[config.mk]
export PLATFORM = sky130hd
export DESIGN_NAME = disparity_median3x3
export DESIGN_NICKNAME = d
export VERILOG_FILES = /design/src/rtl/disparity_median3x3.sv
export SDC_FILE = /design/constraint.sdc
export NUM_CORES = 2
export LEC_CHECK = 0
export BUFFER_PORTS_ARGS = -buffer_cell sky130_fd_sc_hd__buf_2
export CAP_MARGIN = 20
export CORE_ASPECT_RATIO = 0.6
export CORE_UTILIZATION = 45
export DETAILED_ROUTE_END_ITERATION = 7
export PLACE_DENSITY = 0.71
export SYNTH_ARGS = -nofsm -noshare
export SYNTH_HDL_FRONTEND = slang
export SYNTH_SLANG_ARGS = --single-unit
export TNS_END_PERCENT = 30
[constraint.sdc]
create_clock -name clk -period 7.75 [get_ports clk]
set_clock_uncertainty 0.05 [all_clocks]
set_input_delay 1.55 -clock clk [delete_from_list [all_inputs] [get_ports clk]]
set_output_delay 1.55 -clock clk [all_outputs]
set_load 0.03 [all_outputs]
[src/rtl/disparity_median3x3.sv]
// 3x3 median post-filter for the SGM disparity stream: two line buffers, a window shift register
// and a three-stage compare/select median. Optional macro: MEDIAN_BORDER_REPLICATE_EN.
module disparity_median3x3 #(
   parameter int FRAME_WIDTH  = 272,
   parameter int FRAME_HEIGHT = 240,
   parameter int DISP_BITS    = 6
) (
   input  logic                 clk,
   input  logic                 rst,
   input  logic [DISP_BITS-1:0] disp_in,
   input  logic                 disp_valid,
   output logic [DISP_BITS-1:0] disp_out,
   output logic [8:0]           out_x,
   output logic [8:0]           out_y,
   output logic                 out_valid
);
   localparam int XW = $clog2(FRAME_WIDTH);

   typedef logic [DISP_BITS-1:0] pix_t;
   typedef struct packed {
      logic       valid;
      logic [8:0] x;
      logic [8:0] y;
   } tag_t;

   function automatic pix_t min2(input pix_t a, input pix_t b);
      return (a < b) ? a : b;
   endfunction

   function automatic pix_t max2(input pix_t a, input pix_t b);
      return (a < b) ? b : a;
   endfunction

   function automatic pix_t med3(input pix_t a, input pix_t b, input pix_t c);
      return max2(min2(a, b), min2(max2(a, b), c));
   endfunction

   // ---------------- raster counters ----------------
   logic [8:0] x_reg, y_reg, x_next, y_next;

   always_comb begin
      x_next = x_reg;
      y_next = y_reg;
      if (disp_valid) begin
         if (x_reg == 9'(FRAME_WIDTH - 1)) begin
            x_next = '0;
            y_next = (y_reg == 9'(FRAME_HEIGHT - 1)) ? '0 : y_reg + 9'd1;
         end else begin
            x_next = x_reg + 9'd1;
         end
      end
      if (rst) begin
         x_next = '0;
         y_next = '0;
      end
   end

   always_ff @(posedge clk) begin
      x_reg <= x_next;
      y_reg <= y_next;
   end

   // ---------------- line buffers ----------------
   // The read port prefetches the next column so the registered read is ready when it is accepted.
   pix_t line1_mem [FRAME_WIDTH];
   pix_t line2_mem [FRAME_WIDTH];
   pix_t rd1_reg, rd2_reg;

   always_ff @(posedge clk) begin
      if (disp_valid && !rst) begin
         line1_mem[x_reg[XW-1:0]] <= disp_in;
         line2_mem[x_reg[XW-1:0]] <= rd1_reg;
      end
      rd1_reg <= line1_mem[x_next[XW-1:0]];
      rd2_reg <= line2_mem[x_next[XW-1:0]];
   end

   // ---------------- window: [row][col], row 0 = y, col 0 = x ----------------
   pix_t win_reg [3][3];
   pix_t row_in  [3];
   tag_t tag0_reg;

   assign row_in[0] = disp_in;
   assign row_in[1] = rd1_reg;
   assign row_in[2] = rd2_reg;

   always_ff @(posedge clk) begin
      if (rst) begin
         for (int r = 0; r < 3; r++) begin
            for (int c = 0; c < 3; c++) begin
               win_reg[r][c] <= '0;
            end
         end
         tag0_reg <= '0;
      end else begin
         tag0_reg.valid <= disp_valid && (x_reg != 9'd0) && (y_reg != 9'd0);
         if (disp_valid) begin
            for (int r = 0; r < 3; r++) begin
               win_reg[r][0] <= row_in[r];
               win_reg[r][1] <= win_reg[r][0];
               win_reg[r][2] <= win_reg[r][1];
            end
            tag0_reg.x <= x_reg - 9'd1;
            tag0_reg.y <= y_reg - 9'd1;
         end
      end
   end

   pix_t eff [3][3];

`ifdef MEDIAN_BORDER_REPLICATE_EN
   // Missing row y-2 / column x-2 at the top/left edge is replaced by its inner neighbour.
   always_comb begin
      for (int r = 0; r < 3; r++) begin
         for (int c = 0; c < 3; c++) begin
            eff[r][c] = win_reg[(r == 2 && tag0_reg.y == 9'd0) ? 1 : r]
                               [(c == 2 && tag0_reg.x == 9'd0) ? 1 : c];
         end
      end
   end
`else
   pix_t raw1_reg, raw2_reg;

   assign eff = win_reg;

   always_ff @(posedge clk) begin
      if (rst) begin
         raw1_reg <= '0;
         raw2_reg <= '0;
      end else begin
         raw1_reg <= win_reg[1][1];
         raw2_reg <= raw1_reg;
      end
   end
`endif

   // ---------------- S1: sort each row ----------------
   logic [2:0][DISP_BITS-1:0] lo1, mid1, hi1;
   tag_t tag1_reg;

   for (genvar gi = 0; gi < 3; gi++) begin : g_row
      pix_t lo_reg, mid_reg, hi_reg;

      always_ff @(posedge clk) begin
         if (rst) begin
            lo_reg  <= '0;
            mid_reg <= '0;
            hi_reg  <= '0;
         end else begin
            lo_reg  <= min2(min2(eff[gi][0], eff[gi][1]), eff[gi][2]);
            mid_reg <= med3(eff[gi][0], eff[gi][1], eff[gi][2]);
            hi_reg  <= max2(max2(eff[gi][0], eff[gi][1]), eff[gi][2]);
         end
      end

      assign lo1[gi]  = lo_reg;
      assign mid1[gi] = mid_reg;
      assign hi1[gi]  = hi_reg;
   end

   always_ff @(posedge clk) begin
      if (rst) tag1_reg <= '0;
      else     tag1_reg <= tag0_reg;
   end

   // ---------------- S2: max of lows, median of mids, min of highs ----------------
   pix_t lo_max_reg, mid_med_reg, hi_min_reg;
   tag_t tag2_reg;

   always_ff @(posedge clk) begin
      if (rst) begin
         lo_max_reg  <= '0;
         mid_med_reg <= '0;
         hi_min_reg  <= '0;
         tag2_reg    <= '0;
      end else begin
         lo_max_reg  <= max2(max2(lo1[0], lo1[1]), lo1[2]);
         mid_med_reg <= med3(mid1[0], mid1[1], mid1[2]);
         hi_min_reg  <= min2(min2(hi1[0], hi1[1]), hi1[2]);
         tag2_reg    <= tag1_reg;
      end
   end

   // ---------------- S3: final median / border select ----------------
   pix_t median, result;

   assign median = med3(lo_max_reg, mid_med_reg, hi_min_reg);

`ifdef MEDIAN_BORDER_REPLICATE_EN
   assign result = median;
`else
   assign result = (tag2_reg.x == 9'd0 || tag2_reg.y == 9'd0) ? raw2_reg : median;
`endif

   always_ff @(posedge clk) begin
      if (rst) begin
         disp_out  <= '0;
         out_x     <= '0;
         out_y     <= '0;
         out_valid <= 1'b0;
      end else begin
         disp_out  <= result;
         out_x     <= tag2_reg.x;
         out_y     <= tag2_reg.y;
         out_valid <= tag2_reg.valid;
      end
   end

endmodule
* Word-level counts from Yosys, hierarchy flattened
Memories as Yosys holds them, arrays and structs flattened. A register that Yosys moved wholly into a read port is not among the register bits. Index checks and enable logic that the tools add are counted.
Word-level totals: register bits 238, output and inout port bits 25, memories kept 2, input port bits 9, memory bits (writable) 3264, logic and storage cells 115
Memories:
- line1_mem | words 272, bits a word 6, read ports 1, clocked after memory_dff 1, write ports 1, line 65 | pix_t line1_mem [FRAME_WIDTH];
- line2_mem | words 272, bits a word 6, read ports 1, clocked after memory_dff 1, write ports 1, line 66 | pix_t line2_mem [FRAME_WIDTH];
Operators by class: eq/ne operators 2, $add $sub $neg 4, reduce and logical (&&, ||, !) cells 10, mux-type cells 37, $lt $le $gt $ge 22
Operators with widths (number):
- $mux W6 | 31
- $lt A6 B6 Y1 | 22
- $mux W9 | 4
- $add A9 B1 Y9 const B | 2
- $logic_not A9 Y1 | 2
- $reduce_bool A9 Y1 | 2
- $sub A9 B1 Y9 const B | 2
- $eq A9 B8 Y1 const B | 1
- $eq A9 B9 Y1 const B | 1
- $logic_and A1 B1 Y1 | 3
- $mux W1 | 2
- $reduce_and A2 Y1 | 1
- $logic_not A1 Y1 | 1
- $logic_or A1 B1 Y1 | 1

* Logic depth before layout (Yosys ltp)
word-level depth 7, mapped depth 27, mapped depth without buffers 24

* Worst setup path before layout
No wires, ideal clock.
path kind reg2reg, from reg win_reg (netlist bit eff[7]), to reg g_row[2].mid_reg[0], buffers on the path 4, path slack 2.057 ns, clock period less this slack 5.693 ns, stages on the path, launching flop included 27, data required time 7.582 ns, arrival time 5.526 ns, library setup time 0.118 ns, cells stage by stage dfxtp_1 > inv_1 > ha_1 > a21o_1 > a21o_1 > a21oi_1 > o21ai_0 > clkbuf_1 > clkbuf_1 > nand2_1 > o21ai_0 > ha_1 > a2111oi_0 > nand2_1 > o21ai_0 > a41o_1 > clkbuf_1 > mux2i_1 > ha_1 > a21o_1 > a21o_1 > a21oi_1 > nor4b_1 > a21bo_2 > clkbuf_1 > mux2i_1 > o2111a_1
Between the ends: cells in the longest elaborated chain, start to end 6, elaborated cells on any way between the ends 7, those cells by class order compare: 3; mux: 4
RTL lines:
- start: declaration | line 79 | pix_t win_reg [3][3];
- start signal: indexed assignment | line 99 | win_reg[r][0] <= row_in[r];
- start signal: indexed assignment | line 100 | win_reg[r][1] <= win_reg[r][0];
- start signal: indexed assignment | line 101 | win_reg[r][2] <= win_reg[r][1];
- $lt A6 B6 Y1 | line 27, 31
- $mux W6 | line 31 | return (a < b) ? b : a;
- $lt A6 B6 Y1 | line 27 | return (a < b) ? a : b;
- $mux W6 | line 27
- $lt A6 B6 Y1 | line 31
- $mux W6 * | line 31
- end signal: assignment | line 151 | mid_reg <= med3(eff[gi][0], eff[gi][1], eff[gi][2]);
- end: declaration | line 142 | pix_t lo_reg, mid_reg, hi_reg;
Mark *: on every way between the ends. The rest lies on a longest branch, timed or not. A chain may end at the register's enable or synchronous reset.

* Worst setup path after layout
from reg x_reg[0], to reg rd1_reg[0] (read register of line1_mem)
Between the ends: cells in the longest elaborated chain, start to end 4, elaborated cells on any way between the ends 5, those cells by class add/sub: 1; eq/ne: 1; mux: 3
RTL lines:
- start: declaration | line 39 | logic [8:0] x_reg, y_reg, x_next, y_next;
- start signal: assignment | line 59 | x_reg <= x_next;
- $add A9 B1 Y9 / $eq A9 B9 Y1 (equally long branches) | line 49, 45
- $mux W9 | line 45 | if (x_reg == 9'(FRAME_WIDTH - 1)) begin
- $mux W9 * | line 44 | if (disp_valid) begin
- $mux W9 * | line 52 | if (rst) begin
- end: declaration | line 67 | pix_t rd1_reg, rd2_reg;
Marks and branches as above.

==> flow_summary.toml <==
[run_status]
status = "completed"

[die]
rows = 156
io_pins = 34
die-area_um2 = 307000
fp.dieW_um = 715
die-height_um = 430
start_util = 0.454
fp.coreArea_um2 = 302000

[synthesis]
synth-main-ff-cell = "edfxtp_1"
ys_warn_count = 0
syn_nets = 9670
yosysSeqAreaShare = 0.751
synthCells = 9543
synth_edf_count = 3264
ys_types = 74
ys_seq_elements = 3514
synthesis.area_um2 = 137000
syn_avg_cell_area_um2 = 14.4
postSynth.asyncResetShare = 0

[sta]
rsz0062_at_grt = "no"
layout_min_cycle_time_ns = 6.32
setup_violations = 0
max_freq_mhz = 158
drv_slew = 0
fin_hold_ws_ns = 0.388
setup_tns_ns = 0
final-hold-violation-count = 0
finalCritPeriodShare = 0.816
worst_slew_pin_slew_ns = 1.30
fin_ws_ns = 1.43
max_slew_margin = 0.130

[route]
detail_route.vias_per_cell = 6.42
ant_nets = 0
dr.pass1.iters = 6
drt_first_iter_violations = 15500
wire_per_inst_um = 29.5
drc = 0
num_vias = 89500
wl_mm = 411

[global_route]
use_met1 = 0.384
grtUsageMet2 = 0.337
top_usage_layer = "met1"
grt_overflow = 0
antenna_found_initial = 32
grt_max_degree = 208
grt_pass1_wl_mm = 591
first_global_vias = 83200
grt_usage = 0.260
globalRouteMet3Util = 0.127

[power_and_ir_drop]
p_leak_nw = 50.4
ir_worst_vdd_mv = 0.216
powerDensity_nw_per_um2 = 270

[critical_path]
critPathKind = "register to register"
startpoint_type = "register"
crit_chain = "ha_1, nand4_2, o31ai_4, buf_4, or2_4, buf_4, o221ai_1, a21oi_1, nor3_1, o22ai_1, nand4_1, nand3_1"
critPathMaxFanout = 46
required_ns = 8.51
endpoint_kind = "register"
crit_arrival_ns = 7.08
crit_buf_inv = 2
cp_slowest_stage_delay_ns = 0.99
slowest_stage = "o22ai_1"
cp_common_cell = "buf_4"
cp_top_family = "simple AND/OR/NAND/NOR gates"

[finish]
fillers = 24300
final_common_cell = "edfxtp_1"
nets = 9790
final_cell_mix = "edfxtp_1, nand2_1, o221ai_1"
layout-drive-gt1-share = 0.104
final_cell_area_um2 = 154000
syn2layout_area_growth_pct = 12.4

[cts]
clock_latency_ns = 0.91
post_cts_buffers = 0
cts_tree = "done"
cts_resized = 0
htreeDepth = 5
clkSlewWorstSetupHoldPaths_ns = 0.07
clockBufferDepth = 4
cts.sinks = 3514
hold_buffers = 0
root_buffer = "clkbuf_16"
numCtsBuffers = 306

[placement]
dp_hpwl_mm = 248
port_buffers = 33
post-place-ws_ns = 1.21
routabilityCongestion = 0.917
place_area_um2 = 143000

[flow_run]
cap_violations = 0

[worst_hold_path]
hold_path_class = "register to register"
==> path summary, 6_finish.rpt <==
check / cells past startpoint / start / to / slack (ns)
worst max-delay path: 12 / x_reg[0] / rd1_reg[0] / 1.43
worst min-delay path: 1 / tag1_reg[2] / tag2_reg[2] / 0.39
worst max register to register: 12 / x_reg[0] / rd1_reg[0] / 1.43
worst min register to register: 1 / tag1_reg[2] / tag2_reg[2] / 0.39
==> kinds of logic (layout without fill, tap and decap cells) <==
kind of cell	count (synthesis)	in the layout	share of synthesized area
AO/OA/AOI/OAI	1974	1974	0.105
XOR/XNOR	25	25	0.00160
adder cells (fa/ha/maj)	118	118	0.0108
buffers and inverters	791	1146	0.0241
flip-flops	3514	3514	0.751
multiplexers	194	194	0.0145
other	0	14	0
AND/OR/NAND/NOR	2927	2927	0.0935
==> synthesized netlist by cell type (6+ instances only) <==
master	number	area (µm²)
a211oi_1	36	270
a21boi_0	59	443
a21o_1	37	278
a21oi_1	262	1310
a222oi_1	11	110
a22oi_1	13	97.6
a31oi_1	255	1600
and3_1	373	2330
buf_1	44	165
buf_2	200	1000
buf_4	21	158
clkbuf_1	426	1600
dfxtp_1	250	5000
edfxtp_1	3264	98000
ha_1	118	1480
inv_1	96	360
mux2_2	34	383
mux2i_1	160	1600
nand2_1	1609	6040
nand2b_1	11	68.8
nand3_1	214	1070
nand3b_1	6	45.0
nand4_1	19	119
nor2_1	441	1660
nor2b_1	71	444
nor3_1	127	636
nor3b_1	9	67.6
nor4_1	8	50.1
o211ai_1	10	75.1
o21a_1	16	120
o21ai_0	82	410
o21ai_1	6	30.0
o221ai_1	768	6730
o22ai_1	323	2020
o32ai_1	56	490
or2_2	10	62.6
or3_1	7	43.8
xnor2_1	16	140
xor2_1	9	78.8
==> where the power goes <==
part	internal [W]	switching, W
Sequential	0.0212	0.000280
Clock	0.00854	0.00697
Combinational	0.00141	0.00317
Total	0.0312	0.0104
==> final cells by class <==
class | count | area (µm²) | area share
Antenna cell | 14 | 35.0 | 0.000227
Clock buffer | 388 | 8160 | 0.0529
Clock inverter | 155 | 1660 | 0.0108
Inverter | 99 | 393 | 0.00255
Multi-Input combinational cell | 5238 | 31000 | 0.201
Sequential cell | 3514 | 103000 | 0.668
Tap cell | 4029 | 5040 | 0.0327
Timing Repair Buffer | 504 | 4820 | 0.0313
==> routing by layer <==
| layer | vias to the layer above | routed length, µm |
|---|---|---|
| met4 | 42 | 11500 |
| met3 | 821 | 76100 |
| met5 | - | 433 |
| li1 | 37400 | - |
| met2 | 7012 | 161000 |
| met1 | 44200 | 162000 |
==> worst reg2reg max path, stage by stage (launching register included) <==
cell      delay, ns
dfxtp_1        0.71
ha_1           0.51
nand4_2        0.37
o31ai_4        0.27
buf_4          0.26
or2_4          0.95
buf_4          0.63
o221ai_1       0.22
a21oi_1        0.47
nor3_1         0.18
o22ai_1        0.99
nand4_1        0.45
nand3_1        0.21
==> metrics by stage <==
stage	power [W]	utilization	std cells
5_1_grt	0.0426	0.510	13900
4_1_cts	0.0415	0.507	13800
6_report	0.0416	0.510	13900
3_5_place_dp	0.0263	0.475	13300
3_3_place_gp	0.0262	0.472	13200
2_1_floorplan	0.0247	-	9543
Power figures use the tool's default switching activity.
